--- src/rtl/rgb_fade_sequencer.sv ---
// rgb_fade_sequencer: six-phase hue wheel feeding the RGB PWM stage.
// Duty values only move on PWM period boundaries.
module rgb_fade_sequencer #(
   parameter  int PWM_INTERVAL = 1200,
   parameter  int STEP_SIZE    = 4,
   parameter  int STEP_PERIODS = 50,
   localparam int DW           = $clog2(PWM_INTERVAL + 1)
) (
   input  logic          clk,
   input  logic          rst,
   input  logic          enable,
   input  logic          pwm_wrap,
   output logic [DW-1:0] duty_r,
   output logic [DW-1:0] duty_g,
   output logic [DW-1:0] duty_b,
   output logic          update,
   output logic [2:0]    phase
);

   localparam int PCW =
      (STEP_PERIODS > 1) ? $clog2(STEP_PERIODS) : 1;

   localparam logic [PCW-1:0] PC_LAST = PCW'(STEP_PERIODS - 1);
   localparam logic [DW-1:0]  FS      = DW'(PWM_INTERVAL);
   localparam logic [DW-1:0]  ZERO    = '0;
   localparam logic [DW:0]    STEP    = (DW + 1)'(STEP_SIZE);

   typedef enum logic [2:0] {
      PH_0 = 3'd0,
      PH_1 = 3'd1,
      PH_2 = 3'd2,
      PH_3 = 3'd3,
      PH_4 = 3'd4,
      PH_5 = 3'd5
   } phase_t;

   logic [PCW-1:0]  r_pc;
   logic [DW-1:0]   r_r;
   phase_t          r_ph;
   logic [DW-1:0]   r_duty_r;
   logic [DW-1:0]   r_duty_g;
   logic [DW-1:0]   r_duty_b;
   logic            r_update;

   logic            w_wrap;
   logic            w_tick;
   logic [DW:0]     w_sum;
   logic            w_roll;
   logic            w_ph_ok;
   phase_t          w_ph_succ;
   phase_t          w_ph_nxt;
   logic [DW-1:0]   w_r_nxt;
   logic [3*DW-1:0] w_duty_nxt;

   // Map a phase and ramp position onto {R, G, B}; codes 6/7 show pure red.
   function automatic logic [3*DW-1:0] decode(
      input phase_t        ph,
      input logic [DW-1:0] rr
   );
      logic [DW-1:0] rise;
      logic [DW-1:0] fall;
      rise = rr;
      fall = FS - rr;
      case (ph)
         PH_0:    decode = {FS,   rise, ZERO};
         PH_1:    decode = {fall, FS,   ZERO};
         PH_2:    decode = {ZERO, FS,   rise};
         PH_3:    decode = {ZERO, fall, FS  };
         PH_4:    decode = {rise, ZERO, FS  };
         PH_5:    decode = {FS,   ZERO, fall};
         default: decode = {FS,   ZERO, ZERO};
      endcase
   endfunction

   assign w_wrap  = enable && pwm_wrap;
   assign w_tick  = w_wrap && (r_pc == PC_LAST);
   assign w_sum   = {1'b0, r_r} + STEP;
   assign w_roll  = (w_sum >= {1'b0, FS});
   assign w_ph_ok = (r_ph <= PH_5);

   // Count PWM periods; only qualified wraps move the counter.
   always_ff @(posedge clk or posedge rst) begin
      if (rst) begin
         r_pc <= '0;
      end else if (w_wrap) begin
         if (w_tick) begin
            r_pc <= '0;
         end else begin
            r_pc <= r_pc + 1'b1;
         end
      end
   end

   // Phase state register; ramp position moves with it on each tick.
   always_ff @(posedge clk or posedge rst) begin
      if (rst) begin
         r_ph <= PH_0;
         r_r  <= '0;
      end else if (w_tick) begin
         r_ph <= w_ph_nxt;
         r_r  <= w_r_nxt;
      end
   end

   // Successor phase around the wheel, 5 wrapping back to 0.
   always_comb begin
      w_ph_succ = PH_0;
      case (r_ph)
         PH_0:    w_ph_succ = PH_1;
         PH_1:    w_ph_succ = PH_2;
         PH_2:    w_ph_succ = PH_3;
         PH_3:    w_ph_succ = PH_4;
         PH_4:    w_ph_succ = PH_5;
         PH_5:    w_ph_succ = PH_0;
         default: w_ph_succ = PH_0;
      endcase
   end

   // Next phase/ramp: step the ramp, roll into the next phase at full scale.
   always_comb begin
      w_ph_nxt = r_ph;
      w_r_nxt  = r_r;
      if (w_tick) begin
         if (w_roll) begin
            w_ph_nxt = w_ph_succ;
            w_r_nxt  = '0;
         end else begin
            w_r_nxt  = w_sum[DW-1:0];
         end
         if (!w_ph_ok) begin
            w_ph_nxt = PH_0;
            w_r_nxt  = '0;
         end
      end
   end

   // Decode the upcoming state so duties land on the same edge as the tick.
   always_comb begin
      w_duty_nxt = decode(w_ph_nxt, w_r_nxt);
   end

   // Duty registers and the update strobe.
   always_ff @(posedge clk or posedge rst) begin
      if (rst) begin
         r_duty_r <= FS;
         r_duty_g <= ZERO;
         r_duty_b <= ZERO;
         r_update <= 1'b0;
      end else begin
         r_update <= w_tick;
         if (w_tick) begin
            {r_duty_r, r_duty_g, r_duty_b} <= w_duty_nxt;
         end
      end
   end

   assign duty_r = r_duty_r;
   assign duty_g = r_duty_g;
   assign duty_b = r_duty_b;
   assign update = r_update;
   assign phase  = r_ph;

endmodule

--- config.mk ---
export PLATFORM = sky130hd
export DESIGN_NAME = rgb_fade_sequencer
export DESIGN_NICKNAME = d
export VERILOG_FILES = /design/src/rtl/rgb_fade_sequencer.sv
export SDC_FILE = /design/constraint.sdc
export NUM_CORES = 1
export LEC_CHECK = 0
export ABC_CLOCK_PERIOD_IN_PS = 4300
export CAP_MARGIN = 5
export CORE_AREA = 2 2 142 75
export CTS_CLUSTER_DIAMETER = 60
export DETAILED_ROUTE_END_ITERATION = 7
export DIE_AREA = 0 0 144 77
export PLACE_DENSITY_LB_ADDON = 0.15
export SLEW_MARGIN = 40
export SYNTH_ARGS = -nofsm -noshare
export SYNTH_HDL_FRONTEND = slang
export SYNTH_SLANG_ARGS = --single-unit
--- constraint.sdc ---
create_clock -name clk -period 4.3 [get_ports clk]
set_clock_uncertainty 0.05 [all_clocks]
set_input_delay 0.43 -clock clk [delete_from_list [all_inputs] [get_ports clk]]
set_output_delay 0.43 -clock clk [all_outputs]
set_load 0.01 [all_outputs]
## After elaboration in Yosys (flattened, before gate mapping)

Cells that the tools add are included.

- RAM bits: 0
- ROM bits: 0
- Memories: 0
- Bits in latches: 0
- Bits in registers: 54

- Shift-type cells: 0
- Magnitude comparators: 2
- Reductions and logical operators: 4
- Bitwise logic cells: 0
- Equality and inequality tests: 10
- Mux-type cells: 9
- Multiply operators: 0
- Divide/modulo/power cells: 0
- $add $sub $neg: 3

Operator list:

| kind | number |
|---|---|
| 33-bit case mux with 6 select lines | 1 |
| 11-bit 2-to-1 mux | 3 |
| 3-bit case mux with 5 select lines | 1 |
| 11-bit by 3-bit adder with 12-bit output (second input constant) | 1 |
| 3-bit by 2-bit == test with 1-bit output (second input constant) | 4 |
| 12-bit by 11-bit >= comparator with 1-bit output (second input constant) | 1 |
| 11-bit subtractor (first input constant) | 1 |
| 3-bit == test (second input constant) | 3 |
| 3-bit 2-to-1 mux | 3 |
| 6-bit by 1-bit adder with 6-bit output (second input constant) | 1 |
| 3-bit by 1-bit == test with 1-bit output (second input constant) | 2 |
| 6-bit == test (second input constant) | 1 |
| 3-bit logical NOT | 2 |
| 6-bit 2-to-1 mux | 1 |
| 3-bit less-or-equal comparator (second input constant) | 1 |
| 1-bit logical AND | 2 |

## Logic depth before layout (Yosys ltp)

Gate-level depths: netlist of the first run.

- Depth after elaboration: 7
- Mapped depth: 16
- Depth with buffers taken out: 13

## Worst setup path before layout of the first run

No wires, ideal clock.

- Kind: reg-to-reg
- Start point: reg r_r[2]
- End point: reg r_duty_b[10], in the netlist duty_b[10]
- Path buffers: 2
- Library setup time: 0.122 ns
- Required time: 4.128 ns
- Arrival: 3.283 ns
- Cell stages (with the launch flop): 14
- Slack: 0.845 ns
- Cell sequence: dfrtp_1 ha_1 buf_2 or3_4 a2111oi_4 o31ai_4 buf_2 o21ai_1 nand2_1 ha_1 nand3_1 a311oi_4 or4_1 a32o_1

- Longest elaborated chain between the ends: 7

RTL lines:

| what | line | text |
|---|---|---|
| from (decl) | 38 | `logic [DW-1:0] r_r;` |
| from (signal assigned) | 101 | `r_r <= w_r_nxt;` |
| 11-bit by 3-bit adder with 12-bit output | 77 | `assign w_sum = {1'b0, r_r} + STEP;` |
| 12-bit by 11-bit >= comparator with 1-bit output | 78 | `assign w_roll = (w_sum >= {1'b0, FS});` |
| 11-bit 2-to-1 mux / 3-bit 2-to-1 mux (equally long branches) | 124 | `if (w_roll) begin` |
| 11-bit 2-to-1 mux / 3-bit 2-to-1 mux (equally long branches) | 130 | `if (!w_ph_ok) begin` |
| 11-bit 2-to-1 mux / 3-bit 2-to-1 mux (equally long branches) | 123 | `if (w_tick) begin` |
| 11-bit subtractor (tied with other cells) | 63 | `fall = FS - rr;` |
| 33-bit case mux with 6 select lines * | 64 | `case (ph)` |
| to (signal assigned) | 152 | `{r_duty_r, r_duty_g, r_duty_b} <= w_duty_nxt;` |
| to (decl) | 42 | `logic [DW-1:0] r_duty_b;` |

Every way passes the cells marked *; elsewhere a longest branch is shown, timed or not.
A chain may end at the register's enable or synchronous reset.

## Worst setup path after layout of the first run

- Start point: reg r_r[2]
- End point: reg r_duty_g[7], in the netlist duty_g[7]

- Longest elaborated chain between the ends: 7

RTL lines:

| what | line | text |
|---|---|---|
| 11-bit by 3-bit adder with 12-bit output | 77 |  |
| 12-bit by 11-bit >= comparator with 1-bit output | 78 |  |
| 11-bit 2-to-1 mux / 3-bit 2-to-1 mux (equally long branches) | 124 |  |
| 11-bit 2-to-1 mux / 3-bit 2-to-1 mux (equally long branches) | 130 |  |
| 11-bit 2-to-1 mux / 3-bit 2-to-1 mux (equally long branches) | 123 |  |
| 11-bit subtractor (tied with other cells) | 63 |  |
| 33-bit case mux with 6 select lines * | 64 |  |
| to (signal assigned) | 152 |  |
| to (decl) | 41 | `logic [DW-1:0] r_duty_g;` |

Marks and branches as above.

==> results.py, run 1 <==
metrics = {
    "status": {
        "status": "finished clean",
    },
    "drt": {
        "detail_route.first_pass.iterations": 6,
        "wl_per_cell_um": 19.4,
        "vias": 3309,
        "drt-initial-drc-count": 271,
        "ant_nets": 0,
        "via_per_inst": 5.72,
        "drt-total-wl_mm": 11.2,
        "drcViolationCount": 0,
    },
    "synthesis": {
        "syn_area_per_cell_um2": 8.69,
        "yosysWarnings": 0,
        "syn_nets": 415,
        "ys_ff_latch": 54,
        "ys_types": 70,
        "yosys_most_used_dff": "dfrtp_1",
        "ys_async_sr_fraction_pct": 100,
        "syn_inst": 406,
        "synth_edf_count": 0,
        "syn-cell-area_mm2": 0.00353,
        "seq_area_frac_synth_pct": 38.4,
    },
    "worst_setup_path": {
        "rr_startpoint": "r_r[2]",
        "cp.arrival_ns": 3.99,
        "critPathCapture": "duty_g[7]",
        "cp_max_fo": 14,
        "cp-end-kind": "register",
        "cp.required_ns": 4.47,
        "r2r-end": "duty_g[7]",
        "reg2reg_slack_ns": 0.49,
        "worstSetupStartpoint": "r_r[2]",
        "r2r_cells": 10,
        "startpoint_type": "register",
        "crit_type": "register to register",
    },
    "floorplanning": {
        "row_count": 26,
        "coreArea_mm2": 0.00986,
        "die_area_mm2": 0.0111,
        "ioPinCount": 41,
        "start_util_pct": 35.8,
        "dieWidth_um": 144,
        "dieHeight_um": 77,
    },
    "clock_network": {
        "cts-root-buf": "clkbuf_16",
        "cts_tree": "built",
        "clock_latency_ns": 0.30,
        "cts_sinks": 54,
        "cts-resized-gates": 0,
        "post_cts_buffers": 0,
        "cts.clk_slew.worst_paths_ns": 0.07,
        "cts_max_path_buffers": 2,
        "cts_buffers": 5,
        "cts_max_level": 2,
        "cts_hold_buffers": 0,
    },
    "timing": {
        "period_needed_ns": 3.81,
        "worst_pin_slew_ns": 0.736,
        "fmax_mhz": 262,
        "slew_headroom_pct": 50.8,
        "drv_slew": 0,
        "timing.final.crit_share_pct": 88.7,
        "rsz0062_at_grt": "no",
        "finalSetupViolations": 0,
        "hold_viol": 0,
        "fin_setup_tns_ns": 0,
    },
    "grt": {
        "grt_max_degree": 34,
        "grtUsageTotal_pct": 21.2,
        "overflow": 0,
        "grt_pass1_vias": 3080,
        "antenna_found_initial": 0,
        "grt_first_pass_wirelength_mm": 17.9,
    },
    "place": {
        "place_area_mm2": 0.00408,
        "gp_congestion": 0.931,
        "hpwl_mm": 8.09,
        "port_buffers": 40,
    },
    "final_layout": {
        "finalInstanceArea_mm2": 0.00426,
        "n_antenna_cell": 0,
        "drive_gt1_share_pct": 10.9,
        "n_fill_cell": 1007,
        "ff_latch_area_mm2": 0.00136,
        "nNetsFinal": 447,
        "syn_to_final_growth_pct": 20.6,
        "multi_input_comb_area_mm2": 0.00201,
    },
    "power_and_ir_drop": {
        "p_leak_nw": 1.71,
        "combinationalPowerShare_pct": 5.7,
        "p_total_w": 0.00110,
        "vdd_drop_max_mv": 0.139,
        "seq_power_share_pct": 50.4,
        "powerDensity_mw_per_mm2": 258,
        "cell_internal_pwr_w": 0.000852,
        "clkPwrFrac_pct": 43.8,
        "switching_power_w": 0.000248,
        "p_sw_share_pct": 22.5,
    },
    "hold_path": {
        "min_path_type": "register to register",
        "hold_path_startpoint": "duty_r[0]",
    },
    "run": {
        "max_cap_viol_count": 0,
    },
}
## sequential cells by signal (all words and copies together), names as in the netlist
name and count:
phase 3, r_r 11, r_pc 6, duty_g 11
update 1, duty_b 11, duty_r 11
## Yosys cell counts, types with 6 or more instances
library cell | n | area (um2)
a22oi_1 | 10 | 75.1
clkbuf_1 | 16 | 60.1
o21ai_0 | 24 | 120
nor2_1 | 39 | 146
a21oi_1 | 19 | 95.1
nand2_1 | 44 | 165
nand3_1 | 22 | 110
inv_1 | 10 | 37.5
xnor2_1 | 7 | 61.3
buf_2 | 10 | 50.1
dfrtp_1 | 50 | 1250
a31oi_1 | 13 | 81.3
nand2b_1 | 6 | 37.5
nor3_1 | 9 | 45.0
nand4_1 | 8 | 50.1
and3_1 | 7 | 43.8
## layout make-up
type	count	share of cell area [%]
Tap cell	140	4.12
Clock buffer	7	3.35
Multi-Input combinational cell	312	47.2
Clock inverter	1	0.706
Sequential cell	54	31.9
Inverter	12	1.09
Timing Repair Buffer	53	11.7
## logic make-up (layout without fill, tap and decap cells)
| kind of cell | Yosys count | in the layout | share of synthesized area [%] |
|---|---|---|---|
| buffers and inverters | 40 | 73 | 4.68 |
| AND/OR/NAND/NOR | 169 | 169 | 24.4 |
| AO/OA/AOI/OAI | 121 | 121 | 26.3 |
| multiplexers | 5 | 5 | 1.45 |
| adder cells (fa/ha/maj) | 5 | 5 | 1.77 |
| XOR/XNOR | 12 | 12 | 2.98 |
| flip-flops | 54 | 54 | 38.4 |
## worst min-delay path by stage
stage | end | slack (ns) | cells after the start
after global routing | duty_b[2] | 0.47 | 2
final | duty_r[0] | 0.43 | 2
after global placement | duty_r[2] | 0.42 | 2
after floorplan | r_pc[1] | 0.44 | 2
after CTS | duty_b[0] | 0.44 | 2
after detailed placement | duty_g[5] | 0.42 | 2
## metrics by stage
step | hold WS [ns] | utilization (%) | worst slack, ns | cells
finish | 0.433 | 43.2 | 0.486 | 579
global route | 0.474 | 43.2 | 0.185 | 579
CTS | 0.441 | 43.2 | 0.522 | 579
detailed placement | 0.420 | 41.4 | 0.545 | 571
global placement | 0.419 | 41.4 | 0.602 | 571
floorplan | 0.445 | - | 0.845 | 406
## worst max-delay path, stage by stage (launching register included)
cell and delay [ns]:
dfrtp_1 0.52, ha_1 0.40, and3_1 0.34, mux2i_1 0.21
o31ai_4 0.63, o21a_1 0.35, inv_2 0.11, o22ai_1 0.30
o21ai_0 0.29, or3_1 0.39, a31oi_1 0.14
## power by group through the flow
| stage | clock (W) | sequential (W) | combinational (W) |
|---|---|---|---|
| 3_3_place_gp | 0 | 0.000564 | 0.0000631 |
| 3_5_place_dp | 0 | 0.000565 | 0.0000645 |
| 4_1_cts | 0.000492 | 0.000555 | 0.0000652 |
| 5_1_grt | 0.000516 | 0.000559 | 0.0000738 |
| 6_report | 0.000482 | 0.000555 | 0.0000632 |
| 2_1_floorplan | 0 | 0.000559 | 0.0000452 |
## cells in the final DEF, fill, tap and decap left out, drive strengths merged, types with 3 or more instances in the layout
cell	instances
a22oi	10
clkbuf	7
nand3	23
o21ai	30
a21o	3
and3	7
xor2	5
nand2b	6
nand2	46
a211o	5
ha	5
buf	13
nor3	10
a21oi	19
clkdlybuf4s50	40
nand4	8
inv	11
nor4	5
dfstp	4
or3	4
a31oi	14
or2	5
dfrtp	50
mux2i	4
o21a	6
nor2	39
xnor2	7
o22ai	6
and2	4
a22o	3
o31ai	7
## per-layer routing
layer  global-route usage, %  up-vias  wire, um
met5                       0        -         0
met4                    4.12        0        71
met3                    5.43        7      1090
met2                    25.8      160      3990
met1                    35.9     1586      6060
li1                        -     1556         -
No activity file was read; power rests on OpenSTA's default activity.
==> run 2, diff against run 1 <==
--- a/config.mk
+++ b/config.mk
@@ -8,8 +8,8 @@
 export ABC_CLOCK_PERIOD_IN_PS = 4300
 export CAP_MARGIN = 5
-export CORE_AREA = 2 2 142 75
+export CORE_AREA = 2 2 117 62
 export CTS_CLUSTER_DIAMETER = 60
 export DETAILED_ROUTE_END_ITERATION = 7
-export DIE_AREA = 0 0 144 77
+export DIE_AREA = 0 0 119 64
 export PLACE_DENSITY_LB_ADDON = 0.15
 export SLEW_MARGIN = 40
--- a/constraint.sdc
+++ b/constraint.sdc
@@ -3,3 +3,3 @@
 set_input_delay 0.43 -clock clk [delete_from_list [all_inputs] [get_ports clk]]
 set_output_delay 0.43 -clock clk [all_outputs]
-set_load 0.01 [all_outputs]
+set_load 0.1 [all_outputs]
==> results.py, run 2 (synthesis results as in run 1) <==
metrics = {
    "status": {
        "status": "finished clean",
    },
    "final_layout": {
        "nNetsFinal": 446,
        "final_core_util_pct": 61.2,
        "fin_cells": 530,
        "syn_to_final_growth_pct": 13.5,
        "mostFrequentLayoutCells": "dfrtp_1 (50), nand2_1 (44), nor2_1 (39)",
        "final_common_cell": "dfrtp_1",
        "n_fill_cell": 565,
        "n_antenna_cell": 0,
        "drive_gt1_share_pct": 19.4,
    },
    "place": {
        "gp_congestion": 0.949,
        "hpwl_mm": 7.27,
        "dp_cells": 522,
        "port_buffers": 40,
        "place_ws_ns": 0.589,
    },
    "timing": {
        "drv_slew": 0,
        "fmax_mhz": 260,
        "fin_setup_tns_ns": 0,
        "setup_slack_ns": 0.448,
        "slew_headroom_pct": 47.2,
        "hold_viol": 0,
        "timing.final.crit_share_pct": 89.6,
        "worst_pin_slew_ns": 0.783,
        "period_needed_ns": 3.85,
        "finalSetupViolations": 0,
        "rsz0062_at_grt": "no",
    },
    "clock_network": {
        "cts.clk_slew.worst_paths_ns": 0.07,
        "cts-root-buf": "clkbuf_16",
        "clock_latency_ns": 0.29,
        "post_cts_buffers": 0,
        "cts_hold_buffers": 0,
        "cts_max_level": 2,
        "cts-resized-gates": 0,
        "cts_max_path_buffers": 2,
        "cts_sinks": 54,
        "cts_buffers": 5,
        "cts_tree": "built",
    },
    "drt": {
        "ant_nets": 0,
        "wl_per_cell_um": 19.2,
        "drt-total-wl_mm": 10.2,
        "via_per_inst": 6.36,
        "drcViolationCount": 0,
        "vias": 3369,
        "detail_route.first_pass.iterations": 6,
        "drt-initial-drc-count": 367,
    },
    "power_and_ir_drop": {
        "p_sw_share_pct": 23.7,
        "switching_power_w": 0.000259,
        "p_total_w": 0.00109,
        "cell_internal_pwr_w": 0.000836,
        "seq_power_share_pct": 50.6,
        "p_leak_nw": 1.78,
        "powerDensity_mw_per_mm2": 273,
        "clkPwrFrac_pct": 42.3,
        "vdd_drop_max_mv": 0.123,
        "combinationalPowerShare_pct": 7.0,
    },
    "run": {
        "max_cap_viol_count": 0,
    },
    "grt": {
        "grt_first_pass_wirelength_mm": 16.6,
        "grt_pass1_vias": 3181,
        "grtUsageTotal_pct": 27.9,
        "overflow": 0,
        "grt_max_degree": 48,
        "antenna_found_initial": 0,
    },
    "floorplanning": {
        "die_area_mm2": 0.00762,
        "row_count": 21,
        "start_util_pct": 53.9,
        "coreArea_mm2": 0.00654,
        "ioPinCount": 41,
        "dieHeight_um": 64,
        "dieWidth_um": 119,
    },
    "worst_setup_path": {
        "startpoint_type": "register",
        "cp.arrival_ns": 3.98,
        "cp.required_ns": 4.43,
        "worst_path_most_repeated_cell": "ha_1",
        "crit_type": "register to register",
        "slowest_stage": "a2111oi_4",
        "critical_path.max_stage_delay_ns": 0.59,
        "cp-end-kind": "register",
        "cp_max_fo": 14,
        "crit_chain": "ha_1, a21oi_1, o221ai_1, a2111oi_4, o31ai_4, o21ai_1, nand2_1, ha_1, nand3_1, a311oi_4, or4_1, a32o_1",
    },
    "hold_path": {
        "min_path_type": "input port to asynchronous set/reset pin",
    },
}
[run 2: layer usage]
| metal | share of wire, % | vias to the layer above | global-route usage [%] |
|---|---|---|---|
| met3 | 8.1 | 23 | 6.70 |
| li1 | - | 1549 | - |
| met1 | 47 | 1641 | 39.7 |
| met2 | 44 | 156 | 43.6 |
| met5 | 0 | - | 0 |
| met4 | 1.3 | 0 | 5.95 |
[run 2: power groups by stage]
stage	registers (W)	clock network, W	logic (W)
finish	0.000554	0.000463	0.0000770
global route	0.000558	0.000491	0.0000858
CTS	0.000554	0.000467	0.0000790
detailed placement	0.000564	0	0.0000784
global placement	0.000562	0	0.0000750
floorplan	0.000572	0	0.0000452
[run 2: path summary, 6_finish.rpt]
path / cells past startpoint / startpoint / slack (ns) / end
setup / recovery: 12 / r_r[2] / 0.45 / duty_b[10]
hold / removal: 2 / rst / 0.29 / r_pc[0]
setup reg to reg: 12 / r_r[2] / 0.45 / duty_b[10]
hold reg to reg: 2 / duty_g[5] / 0.44 / duty_g[5]
max in group asynchronous: 3 / rst / 3.07 / duty_g[10]
min in group clk: 2 / duty_g[5] / 0.44 / duty_g[5]
[run 2: worst max-delay path, delay by kind of cell, from the launching register on]
kind            cells  cell delay [ns]
compound gates      7             1.88
flops               1             0.48
simple gates        3             0.72
fa+ha+maj           2             0.60
[run 2: layout make-up]
cell class                      count  area (um2)  share of cell area (%)
Clock buffer                        7         133                    3.31
Multi-Input combinational cell    312        2020                    50.4
Sequential cell                    54        1360                    33.9
Timing Repair Buffer               52         305                    7.63
Clock inverter                      1        30.0                   0.750
Tap cell                           92         115                    2.87
Inverter                           12        46.3                    1.16
[run 2: stage by stage]
stage / cell area [um2] / hold WS [ns]
after floorplan: 3530 / 0.445
after global placement: 4020 / 0.411
after detailed placement: 3830 / 0.417
after CTS: 3990 / 0.289
after global routing: 4000 / 0.323
final: 4000 / 0.285
==> run 3, diff against run 2 <==
PLACE_DENSITY = 0.82   (was unset)
PLACE_DENSITY_LB_ADDON = unset   (was 0.15)
==> results.py, run 3 (synthesis results as in run 1) <==
metrics = {
    "power_and_ir_drop": {
        "vdd_drop_max_mv": 0.214,
        "powerDensity_mw_per_mm2": 278,
        "p_leak_nw": 1.79,
    },
    "clock_network": {
        "cts_tree": "built",
        "cts_hold_buffers": 0,
        "cts_max_path_buffers": 2,
        "cts_max_level": 2,
        "cts-resized-gates": 0,
        "clock_latency_ns": 0.29,
        "cts_buffers": 5,
        "post_cts_buffers": 0,
        "cts.clk_slew.worst_paths_ns": 0.07,
        "cts_sinks": 54,
        "cts-root-buf": "clkbuf_16",
    },
    "grt": {
        "overflow": 0,
        "grt_max_degree": 55,
        "grtUsageTotal_pct": 25.6,
        "grt_pass1_vias": 2963,
        "antenna_found_initial": 0,
        "grt_first_pass_wirelength_mm": 15.3,
    },
    "status": {
        "status": "finished clean",
    },
    "final_layout": {
        "n_antenna_cell": 0,
        "final_core_util_pct": 61.3,
        "nNetsFinal": 446,
        "drive_gt1_share_pct": 19.4,
        "n_fill_cell": 548,
        "fin_cells": 530,
        "final_common_cell": "dfrtp_1",
        "syn_to_final_growth_pct": 13.6,
        "mostFrequentLayoutCells": "dfrtp_1 (50), nand2_1 (44), nor2_1 (39)",
    },
    "hold_path": {
        "hold_path_startpoint": "duty_g[5]",
        "holdPathEnd": "duty_g[5]",
        "min_path_type": "register to register",
        "min_path_cells": 2,
    },
    "floorplanning": {
        "dieHeight_um": 64,
        "dieWidth_um": 119,
        "row_count": 21,
        "ioPinCount": 41,
        "coreArea_mm2": 0.00654,
        "start_util_pct": 53.9,
        "die_area_mm2": 0.00762,
    },
    "timing": {
        "period_needed_ns": 3.91,
        "hold_viol": 0,
        "rsz0062_at_grt": "no",
        "slew_headroom_pct": 42.0,
        "drv_slew": 0,
        "timing.final.crit_share_pct": 90.9,
        "finalSetupViolations": 0,
        "fmax_mhz": 256,
        "worst_pin_slew_ns": 0.867,
        "fin_setup_tns_ns": 0,
    },
    "worst_setup_path": {
        "cp.arrival_ns": 4.04,
        "crit_chain": "ha_1, and3_1, mux2i_1, o31ai_4, o21a_1, inv_2, or2_1, a311oi_2, nor3b_1, a221o_1",
        "r2r-end": "duty_g[9]",
        "r2r_cells": 10,
        "slowest_stage": "o31ai_4",
        "reg2reg_slack_ns": 0.39,
        "critical_path.max_stage_delay_ns": 0.67,
        "worstSetupStartpoint": "r_r[2]",
        "cp.required_ns": 4.43,
        "rr_startpoint": "r_r[2]",
        "crit_type": "register to register",
        "cp_max_fo": 14,
        "cp-end-kind": "register",
        "startpoint_type": "register",
    },
    "drt": {
        "via_per_inst": 6.27,
        "ant_nets": 0,
        "vias": 3321,
        "wl_per_cell_um": 17.8,
        "detail_route.first_pass.iterations": 5,
        "drcViolationCount": 0,
        "drt-total-wl_mm": 9.42,
        "drt-initial-drc-count": 377,
    },
    "run": {
        "max_cap_viol_count": 0,
    },
    "place": {
        "port_buffers": 40,
        "hpwl_mm": 6.61,
        "dp_cells": 522,
        "gp_congestion": 0.916,
    },
}
[run 3: cell types whose count changed in the layout (fill, tap and decap cells not counted)]
cell	previous run	this run
inv_6	0	1
clkbuf_1	2	0
o21ai_2	2	1
o32ai_2	1	0
o21ai_0	23	24
clkbuf_8	0	1
o32ai_1	0	1
[run 3: through the flow]
stage               total power [W]  hold WS (ns)  worst slack (ns)  area (um2)
floorplan                  0.000618         0.445             0.844        3530
global placement           0.000639         0.410             0.552        4020
detailed placement         0.000639         0.415             0.511        3830
CTS                         0.00111         0.432             0.459        4010
global route                0.00115         0.464             0.181        4010
finish                      0.00111         0.426             0.390        4010
[run 3: worst max-delay path by stage]
stage | slack, ns | to | cells after the start
global route | 0.18 | duty_g[9] | 10
global placement | 0.55 | duty_g[9] | 10
finish | 0.39 | duty_g[9] | 10
CTS | 0.46 | duty_g[9] | 10
detailed placement | 0.51 | duty_r[6] | 12
floorplan | 0.84 | duty_b[10] | 13
[run 3: report_power, final]
part,total (W),leakage (nW),switching [W],internal (W)
Clock,0.000486,0.0875,0.000192,0.000293
Combinational,0.0000746,0.978,0.0000452,0.0000294
Sequential,0.000554,0.722,0.0000245,0.000530
[run 3: critical path, delay by kind of cell (launching register included)]
| kind | cells | cell delay, ns |
|---|---|---|
| compound gates | 4 | 1.74 |
| fa+ha+maj | 1 | 0.43 |
| buf+inv | 1 | 0.09 |
| flops | 1 | 0.56 |
| mux | 1 | 0.21 |
| simple gates | 3 | 0.69 |
[run 3: final cells by class]
| class | count | area, um2 | share of cell area [%] |
|---|---|---|---|
| multi-input combinational | 312 | 2010 | 50.1 |
| tap | 92 | 115 | 2.87 |
| timing repair buffer | 52 | 305 | 7.62 |
| inverter | 12 | 46.3 | 1.16 |
| clock buffer | 6 | 139 | 3.47 |
| clock inverter | 2 | 38.8 | 0.968 |
| sequential | 54 | 1360 | 33.8 |
[run 3: per-layer routing]
layer	routed length [um]	vias up	track usage, %
met2	3970	167	37.0
li1	-	1555	-
met3	841	13	6.61
met5	0	-	0
met1	4510	1586	38.2
met4	100	0	5.95
